===== src/rtl/id_ex_reg_pkg.sv =====
// Shared pipeline widths and the ID/EX payload bundle for the 16-bit microRISC core.
package id_ex_reg_pkg;

  localparam int unsigned DATA_W     = 16;
  localparam int unsigned REG_ADDR_W = 3;
  localparam int unsigned IMM_W      = 6;
  localparam int unsigned ALU_OP_W   = 4;
  localparam int unsigned REG_DST_W  = 2;

  typedef struct packed {
    logic                  reg_write;
    logic                  mem_read;
    logic                  mem_write;
    logic                  mem_to_reg;
    logic                  alu_src;
    logic [ALU_OP_W-1:0]   alu_op;
    logic [REG_DST_W-1:0]  reg_dst;
    logic [DATA_W-1:0]     pc;
    logic [DATA_W-1:0]     reg1_data;
    logic [DATA_W-1:0]     reg2_data;
    logic [REG_ADDR_W-1:0] rs;
    logic [REG_ADDR_W-1:0] rt;
    logic [REG_ADDR_W-1:0] rd;
    logic [IMM_W-1:0]      imm;
  } id_ex_bundle_t;

  localparam int unsigned BUNDLE_W = $bits(id_ex_bundle_t);

endpackage


===== src/rtl/pipe_dff.sv =====
// Generic pipeline register with synchronous reset and synchronous clear (bubble insert).
module pipe_dff #(
  parameter int unsigned W = 1
) (
  input  logic         clk,
  input  logic         rst,
  input  logic         clr,
  input  logic [W-1:0] d,
  output logic [W-1:0] q
);

  // Reset and clear both produce zeros, so they share one branch.
  always_ff @(posedge clk) begin
    if (rst || clr) q <= '0;
    else            q <= d;
  end

endmodule


===== src/rtl/id_ex_reg.sv =====
// ID/EX pipeline register: latches the decoded bundle each cycle; flush zeroes it into a NOP.
module id_ex_reg
  import id_ex_reg_pkg::*;
#(
  parameter int unsigned DATA_W     = id_ex_reg_pkg::DATA_W,
  parameter int unsigned REG_ADDR_W = id_ex_reg_pkg::REG_ADDR_W,
  parameter int unsigned IMM_W      = id_ex_reg_pkg::IMM_W,
  parameter int unsigned ALU_OP_W   = id_ex_reg_pkg::ALU_OP_W,
  parameter int unsigned REG_DST_W  = id_ex_reg_pkg::REG_DST_W
) (
  input  logic                  clk,
  input  logic                  rst,
  input  logic                  flush,
  input  logic                  id_reg_write,
  input  logic                  id_mem_read,
  input  logic                  id_mem_write,
  input  logic                  id_mem_to_reg,
  input  logic                  id_alu_src,
  input  logic [ALU_OP_W-1:0]   id_alu_op,
  input  logic [REG_DST_W-1:0]  id_reg_dst,
  input  logic [DATA_W-1:0]     id_pc,
  input  logic [DATA_W-1:0]     id_reg1_data,
  input  logic [DATA_W-1:0]     id_reg2_data,
  input  logic [REG_ADDR_W-1:0] id_rs,
  input  logic [REG_ADDR_W-1:0] id_rt,
  input  logic [REG_ADDR_W-1:0] id_rd,
  input  logic [IMM_W-1:0]      id_imm,
  output logic                  ex_reg_write,
  output logic                  ex_mem_read,
  output logic                  ex_mem_write,
  output logic                  ex_mem_to_reg,
  output logic                  ex_alu_src,
  output logic [ALU_OP_W-1:0]   ex_alu_op,
  output logic [REG_DST_W-1:0]  ex_reg_dst,
  output logic [DATA_W-1:0]     ex_pc,
  output logic [DATA_W-1:0]     ex_reg1_data,
  output logic [DATA_W-1:0]     ex_reg2_data,
  output logic [REG_ADDR_W-1:0] ex_rs,
  output logic [REG_ADDR_W-1:0] ex_rt,
  output logic [REG_ADDR_W-1:0] ex_rd,
  output logic [IMM_W-1:0]      ex_imm
);

  id_ex_bundle_t id_bundle;
  id_ex_bundle_t ex_bundle;

  always_comb begin
    id_bundle            = '0;
    id_bundle.reg_write  = id_reg_write;
    id_bundle.mem_read   = id_mem_read;
    id_bundle.mem_write  = id_mem_write;
    id_bundle.mem_to_reg = id_mem_to_reg;
    id_bundle.alu_src    = id_alu_src;
    id_bundle.alu_op     = id_alu_op;
    id_bundle.reg_dst    = id_reg_dst;
    id_bundle.pc         = id_pc;
    id_bundle.reg1_data  = id_reg1_data;
    id_bundle.reg2_data  = id_reg2_data;
    id_bundle.rs         = id_rs;
    id_bundle.rt         = id_rt;
    id_bundle.rd         = id_rd;
    id_bundle.imm        = id_imm;
  end

  // One register across the whole bundle keeps every field in lockstep on flush.
  pipe_dff #(
    .W (BUNDLE_W)
  ) u_bundle_dff (
    .clk (clk),
    .rst (rst),
    .clr (flush),
    .d   (id_bundle),
    .q   (ex_bundle)
  );

  // Outputs are plain wires off the flops.
  assign ex_reg_write  = ex_bundle.reg_write;
  assign ex_mem_read   = ex_bundle.mem_read;
  assign ex_mem_write  = ex_bundle.mem_write;
  assign ex_mem_to_reg = ex_bundle.mem_to_reg;
  assign ex_alu_src    = ex_bundle.alu_src;
  assign ex_alu_op     = ex_bundle.alu_op;
  assign ex_reg_dst    = ex_bundle.reg_dst;
  assign ex_pc         = ex_bundle.pc;
  assign ex_reg1_data  = ex_bundle.reg1_data;
  assign ex_reg2_data  = ex_bundle.reg2_data;
  assign ex_rs         = ex_bundle.rs;
  assign ex_rt         = ex_bundle.rt;
  assign ex_rd         = ex_bundle.rd;
  assign ex_imm        = ex_bundle.imm;

endmodule


===== config.mk =====
export PLATFORM = sky130hd
export DESIGN_NAME = id_ex_reg
export DESIGN_NICKNAME = d
export VERILOG_FILES = /design/src/rtl/id_ex_reg_pkg.sv /design/src/rtl/pipe_dff.sv /design/src/rtl/id_ex_reg.sv
export SDC_FILE = /design/constraint.sdc
export NUM_CORES = 1
export LEC_CHECK = 0
export ABC_AREA = 1
export CORE_MARGIN = 4
export CORE_UTILIZATION = 38
export DETAILED_ROUTE_END_ITERATION = 10
export PLACE_DENSITY = 0.87
export SYNTH_ARGS = -nofsm -noshare
export SYNTH_HDL_FRONTEND = slang
export SYNTH_SLANG_ARGS = --single-unit

===== constraint.sdc =====
create_clock -name clk -period 0.8 [get_ports clk]
set_input_delay 0.08 -clock clk [delete_from_list [all_inputs] [get_ports clk]]
set_output_delay 0.08 -clock clk [all_outputs]
set_load 0.01 [all_outputs]

After elaboration in Yosys (flattened, before gate mapping)
Cells that the tools add are included.
{"block": "word_totals", "reg_bits": 74, "latch_bits": 0, "ramBits": 0, "mem_bits_ro": 0, "input_bits": 77, "output_inout_bits": 74, "word_cells": 2, "memories": 0}
{"block": "classes", "addsub": 0, "n_mul": 0, "n_div": 0, "n_lt_le_gt_ge": 0, "eq_ne": 0, "shifts": 0, "n_mux": 0, "bitwise": 0, "reduce_logical": 1}
{"operator": "1-bit logical OR", "n": 1}

Logic depth before layout (Yosys ltp)
Gate-level depths: netlist (run 1).
{"block": "logic_depth", "word_depth": 1, "depth_mapped": 5, "mapped_depth_nobuf": 3}

Worst setup path before layout (run 1)
Ideal clock, no wire load.
{"block": "synth_timing", "kind": "in2reg", "startpoint": "in rst", "endpoint": "reg u_bundle_dff.q[11]", "setup_ps": 112, "t_arrival_ps": 534, "required_time_ps": 688, "slack_ps": 154, "path_stages": 5, "path_buffers": 2, "path_cell_list": "inv_1 -> nand2_2 -> buf_12 -> buf_12 -> nor2_4"}
{"block": "synth_between", "elab_chain_cells": 1}
{"element": "start, declared", "line": "id_ex_reg.sv:12", "rtl": "input logic rst,"}
{"element": "1-bit logical OR", "line": "pipe_dff.sv:14", "rtl": "if (rst || clr) q <= '0;"}
{"element": "end signal, assigned", "line": "pipe_dff.sv:14"}
{"element": "end signal, assigned", "line": "pipe_dff.sv:15", "rtl": "else q <= d;"}
{"element": "end, declared", "line": "pipe_dff.sv:9", "rtl": "output logic [W-1:0] q"}
Every way passes these cells.
A chain may end at the register's enable or synchronous reset.

Final worst setup path (run 1)
{"block": "layout_timing", "startpoint": "reg u_bundle_dff.q[29]", "endpoint": "out ex_reg2_data[14]"}
{"element": "end, declared", "line": "id_ex_reg.sv:37", "rtl": "output logic [DATA_W-1:0] ex_reg2_data,"}
No word-level cell between the ends.

==> flow_summary_export.csv, run 1 <==
group,metric,value,unit
synthesis,ys_warn_count,0,
global_routing,grt_pass1_vias,2004,
cells_and_area,fin_util,65.30,%
cells_and_area,largest_reg_flops,74,
synthesis,synth_area_per_cell,11.36,um2
global_routing,grt_pass1_wl,9528,um
floorplan,core_area,6794,um2
floorplan,die_w,91.45,um
worst_setup_path,critPathKind,"flip-flop to output pin",
clocking,post_cts_buffers,0,
global_routing,antenna_found_initial,0,
worst_setup_path,worstPathArrival,770,ps
drt,drt_iter0_markers,26,
synthesis,synth_top_cell_area_share,55.98,%
clocking,cts-root-buf,"clkbuf_8",
timing,finalHoldViolCount,0,
cells_and_area,layout_commonest_cell,"clkdlybuf4s50_1",
run_status,violations,"negative setup slack",
power_and_ir_drop,ir_drop,1.153,mV
drt,wl_per_cell,11.93,um
synthesis,yosys.area.top_type,"dfxtp_1",
worst_setup_path,critical_path_required,720,ps
timing,setup_slack,-51.02,ps
synthesis,yosysSeqAreaShare,55.98,%
worst_setup_path,crit_path_end,"ex_reg2_data[14]",
drt,drcViolationCount,0,
synthesis,synthesis.area,2646,um2
cells_and_area,fin_nets,475,
place,dp_hpwl,4657,um
place,gp_congestion,0.7642,
synthesis,synth_area_leaders,"dfxtp_1, nor2_4, inv_1, buf_12, nor2_1",
floorplan,initial_utilization,38.95,%
synthesis,syn_inst,233,
cells_and_area,post-route-cell-area,4437,um2
worst_setup_path,cp_max_fo,1,
cells_and_area,synthToLayoutAreaGrowth,67.66,%
cells_and_area,final_layout_size_suffix_gt1_share,48.64,%
clocking,clock-sinks,74,
timing,worst_pin_slew,148.7,ps
worst_setup_path,cp_slowest_cell,"dfxtp_1",
power_and_ir_drop,power.density,1893,nW/um2
cells_and_area,top_regs,"u_bundle_dff.q (74)",
drt,drt_first_pass_iters,3,
worst_setup_path,worstSetupPathDepth,1,
synthesis,syn_nets,310,
worst_hold_path,hold_path.class,"input port to flip-flop",
clocking,hold_buffers,0,
floorplan,num_rows,30,
timing,rsz0062_at_grt,"true",
worst_setup_path,cp-startpoint,"u_bundle_dff.q[29]",
cells_and_area,num-fill-cells,569,
worst_setup_path,path_buf_inv,1,
worst_setup_path,cpPeakStageDelay,320,ps
clocking,clk_pin_slew,80,ps
place,io_buffers,150,
synthesis,synth.ff_latch_count,74,
timing,slew_viol_final,0,
worst_setup_path,cp-start-kind,"flip-flop",
cells_and_area,num_antenna_cells,0,
place,place_area,4287,um2
drt,num_vias,1889,
cells_and_area,seq_area,1520,um2
timing,min_period,851.0,ps
cells_and_area,multi_input_area,759.5,um2
drt,wirelength,5953,um
cells_and_area,mostFrequentLayoutCells,"clkdlybuf4s50_1, inv_1, nor2_4",
worst_hold_path,holdPathStages,3,
global_routing,grt_use_total,14.66,%
drt,routed_via_density,3.786,
floorplan,fp.dieH,91.45,um
clocking,cts_buffers,9,
global_routing,grt-ovfl-total,0,
timing,max_freq,1175,MHz
timing,setup_violations,74,
worst_setup_path,worstPathCellList,"buf_2",
clocking,cts_tree,"done",
floorplan,io_pins,151,
timing,period_share,106.4,%
worst_setup_path,cp-end-kind,"output pin",
clocking,ctsHtreeMaxLevel,3,
timing,relSlewSlack,90.07,%
cells_and_area,regMostFlops,"u_bundle_dff.q",
job,drv_cap,0,
power_and_ir_drop,p_leak,2.140,nW
floorplan,dieArea,8363,um2
worst_setup_path,worst_path_dominant_cell_family,"flip-flops",
clocking,clock_path_buffers,2,
global_routing,grt_max_degree,15,
drt,drtAntennaViolNets,0,
synthesis,ys_types,7,
run_status,status,"complete, but fails checks",
## worst min path at each step
stage                            from            endpoint  slack, ps
after floorplan             id_imm[0]   u_bundle_dff.q[0]        190
after global placement       id_rt[1]  u_bundle_dff.q[10]        610
after detailed placement    id_imm[5]   u_bundle_dff.q[5]        610
after CTS                 id_mem_read  u_bundle_dff.q[72]        240
after global routing        id_imm[0]   u_bundle_dff.q[0]        260
final                     id_mem_read  u_bundle_dff.q[72]        260
## synthesized netlist by cell type
cell and number:
dfxtp_1 74, buf_2 1, inv_1 76, nor2_4 60
nor2_1 14, nand2_2 1, buf_12 7
## stage by stage
stage	setup slack, ps	power (mW)	hold WS, ps	std cells	TNS, ps
floorplan	153.9	4.500	192.2	233	0
CTS	-79.10	8.469	244.7	498	-4380
global route	-99.58	8.796	261.2	499	-5873
finish	-51.02	8.397	262.1	499	-2393
detailed placement	-388.4	5.228	607.4	481	-33030
global placement	-378.7	5.201	606.2	481	-32760
## timing repair
action,CTS,global route
resized for setup,321,42
setup endpoints to repair,107,75
cloned,1,1
pin swaps,0,0
## kinds of logic after synthesis
| logic type | synth area share, % |
|---|---|
| and+or+nand+nor | 27.75 |
| buffers and inverters | 16.26 |
| DFF | 55.98 |
## cell type report
cell class	instances	area share, %
Clock buffer	12	3.722
Inverter	76	6.430
Timing Repair Buffer	161	34.12
Multi-Input combinational cell	76	17.12
Clock inverter	4	1.636
Sequential cell	74	34.26
Tap cell	96	2.707
## report_power, final
group | switching (mW) | total (mW) | internal [mW]
Sequential | 0.0471 | 3.89 | 3.84
Clock | 1.28 | 3.29 | 2.01
Combinational | 0.520 | 1.22 | 0.698
Total | 1.85 | 8.40 | 6.55
## metal layers
metal,GRT usage (%),vias up,wire length [um],share of wire [%]
li1,-,951,-,-
met1,14.21,843,2043,34
met2,27.15,84,3297,55
met3,5.137,11,485,8.1
met4,7.286,0,127,2.1
met5,0,-,0,0
Note: power is estimated with default switching activity, not from simulation.
==> run 2, diff against run 1 <==
--- a/config.mk
+++ b/config.mk
@@ -6,10 +6,12 @@
 export NUM_CORES = 1
 export LEC_CHECK = 0
 export ABC_AREA = 1
+export CORE_ASPECT_RATIO = 0.9
 export CORE_MARGIN = 4
-export CORE_UTILIZATION = 38
+export CORE_UTILIZATION = 39
+export CTS_BUF_LIST = sky130_fd_sc_hd__clkbuf_4
 export DETAILED_ROUTE_END_ITERATION = 10
-export PLACE_DENSITY = 0.87
+export PLACE_DENSITY = 0.89
 export SYNTH_ARGS = -nofsm -noshare
 export SYNTH_HDL_FRONTEND = slang
 export SYNTH_SLANG_ARGS = --single-unit
==> run 2 against run 1 <==
Compared with the run above: the run still ends with negative setup slack left; clock power is 20% lower; core utilization is 0.24 points higher; fmax is 10% lower; cell area shrank 2.7%; largest cell class unchanged; non-clock buffer count decreased by 4.
==> flow_summary_export.csv, run 2 (synthesis gave the netlist of run 1 again) <==
group,metric,value,unit
cells_and_area,fin_cells,488,
floorplan,io_pins,151,
floorplan,fp.dieH,86.15,um
cells_and_area,fin_nets,470,
global_routing,grt_use_total,15.73,%
cells_and_area,synthToLayoutAreaGrowth,63.12,%
drt,route.met3.wl,705,um
clocking,clk_pin_slew,120,ps
power_and_ir_drop,power.density,1784,nW/um2
worst_setup_path,path_buf_inv,1,
drt,drtAntennaViolNets,0,
timing,slew_viol_final,0,
clocking,clock_path_buffers,2,
worst_setup_path,worst_path_dominant_cell_family,"flip-flops",
global_routing,grt_pass1_wl,9577,um
worst_setup_path,worstPathCellList,"buf_2",
clocking,cts_tree,"done",
run_status,status,"complete, but fails checks",
worst_setup_path,cp_max_fo,1,
cells_and_area,top_regs,"u_bundle_dff.q (74)",
drt,wirelength,6100,um
worst_setup_path,cp-end-kind,"output pin",
drt,drt_first_pass_iters,3,
place,dp_hpwl,4878,um
clocking,cts-root-buf,"clkbuf_4",
drt,routed_via_density,3.881,
drt,drcViolationCount,0,
place,place_ws,-391.9,ps
timing,period_share,118.7,%
timing,setup_violations,74,
timing,max_freq,1053,MHz
timing,worst_pin_slew,214.9,ps
job,drv_cap,0,
run_status,violations,"negative setup slack",
power_and_ir_drop,power,7.701,mW
cells_and_area,largest_reg_flops,74,
global_routing,grt_pass1_vias,2072,
worst_setup_path,critical_path_required,720,ps
cells_and_area,regMostFlops,"u_bundle_dff.q",
floorplan,num_rows,28,
global_routing,grt-ovfl-total,0,
global_routing,antenna_found_initial,0,
cells_and_area,final_layout_size_suffix_gt1_share,48.99,%
drt,drt-met1-wl,1932,um
drt,wl_met2,3328,um
timing,relSlewSlack,85.67,%
cells_and_area,seq_area,1529,um2
clocking,clock-sinks,74,
global_routing,grt_max_degree,19,
power_and_ir_drop,ir_drop,1.123,mV
cells_and_area,num_antenna_cells,0,
worst_setup_path,cp_slowest_cell,"dfxtp_1",
worst_setup_path,cpPeakStageDelay,330,ps
floorplan,die_w,94.83,um
place,gp_congestion,0.6618,
clocking,hold_buffers,0,
cells_and_area,mostFrequentLayoutCells,"inv_1, clkdlybuf4s50_1, nor2_4",
worst_setup_path,cp-start-kind,"flip-flop",
worst_setup_path,critPathKind,"flip-flop to output pin",
worst_hold_path,hold_path.class,"input port to flip-flop",
worst_setup_path,worstPathArrival,870,ps
place,io_buffers,150,
floorplan,core_area,6586,um2
drt,drt_iter0_markers,28,
drt,wl_per_cell,12.50,um
timing,setup_slack,-149.8,ps
cells_and_area,num-fill-cells,528,
cells_and_area,multi_input_area,748.2,um2
timing,fin_setup_tns,-9597,ps
timing,finalHoldViolCount,0,
power_and_ir_drop,p_leak,2.066,nW
floorplan,initial_utilization,40.18,%
clocking,ctsHtreeMaxLevel,3,
floorplan,dieArea,8169,um2
timing,rsz0062_at_grt,"true",
drt,num_vias,1894,
timing,min_period,949.8,ps
drt,highest_layer,"met4",
clocking,cts_buffers,9,
place,placed_cells,472,
run 2: power breakdown:
part	internal (mW)	switching, mW	total (mW)
Combinational	0.674	0.512	1.19
Clock	1.32	1.30	2.62
Sequential	3.85	0.0514	3.90
run 2: worst paths after layout:
path                                from                 end  slack, ps  cells after the start
worst max-delay path  u_bundle_dff.q[16]     ex_reg2_data[1]       -150                      1
worst min-delay path        id_mem_write  u_bundle_dff.q[71]        170                      3
run 2: routing by layer:
layer | global-route usage [%] | vias to the layer above
met1 | 14.18 | 843
met2 | 29.00 | 94
met4 | 6.946 | 0
met3 | 8.070 | 15
met5 | 0 | -
li1 | - | 942
run 2: timing repair:
item                                    in CTS  in global routing
setup buffers                                0                  0
gates resized for setup                    332                 43
endpoints found under the setup margin      74                 74
run 2: area by class of cell:
type,instances,area share [%]
well taps,90,2.609
clock buffers,10,1.739
clock inverters,6,2.058
repair buffers,157,34.23
multi-input cells,75,17.33
flip-flops and latches,74,35.42
inverters,76,6.609
run 2: worst min-delay path: stages:
cell and delay (ps):
clkdlybuf4s50_1 390, inv_1 50, nor2_1 30
run 2: per-stage QoR:
| step | cell area (um2) | util (%) | hold WS [ps] |
|---|---|---|---|
| 6_report | 4317 | 65.54 | 171.5 |
| 5_1_grt | 4317 | 65.54 | 123.0 |
| 4_1_cts | 4160 | 63.16 | 129.2 |
| 3_5_place_dp | 4232 | 64.25 | 611.8 |
| 3_3_place_gp | 4232 | 64.25 | 610.0 |
| 2_1_floorplan | 2646 | - | 192.2 |
==> run 3, diff against run 2 <==
--- a/config.mk
+++ b/config.mk
@@ -12,6 +12,7 @@
 export CTS_BUF_LIST = sky130_fd_sc_hd__clkbuf_4
 export DETAILED_ROUTE_END_ITERATION = 10
 export PLACE_DENSITY = 0.89
+export SLEW_MARGIN = 20
 export SYNTH_ARGS = -nofsm -noshare
 export SYNTH_HDL_FRONTEND = slang
 export SYNTH_SLANG_ARGS = --single-unit
==> results of run 3 <==
No change in the layout: final DEF, timing and power equal those of run 2.
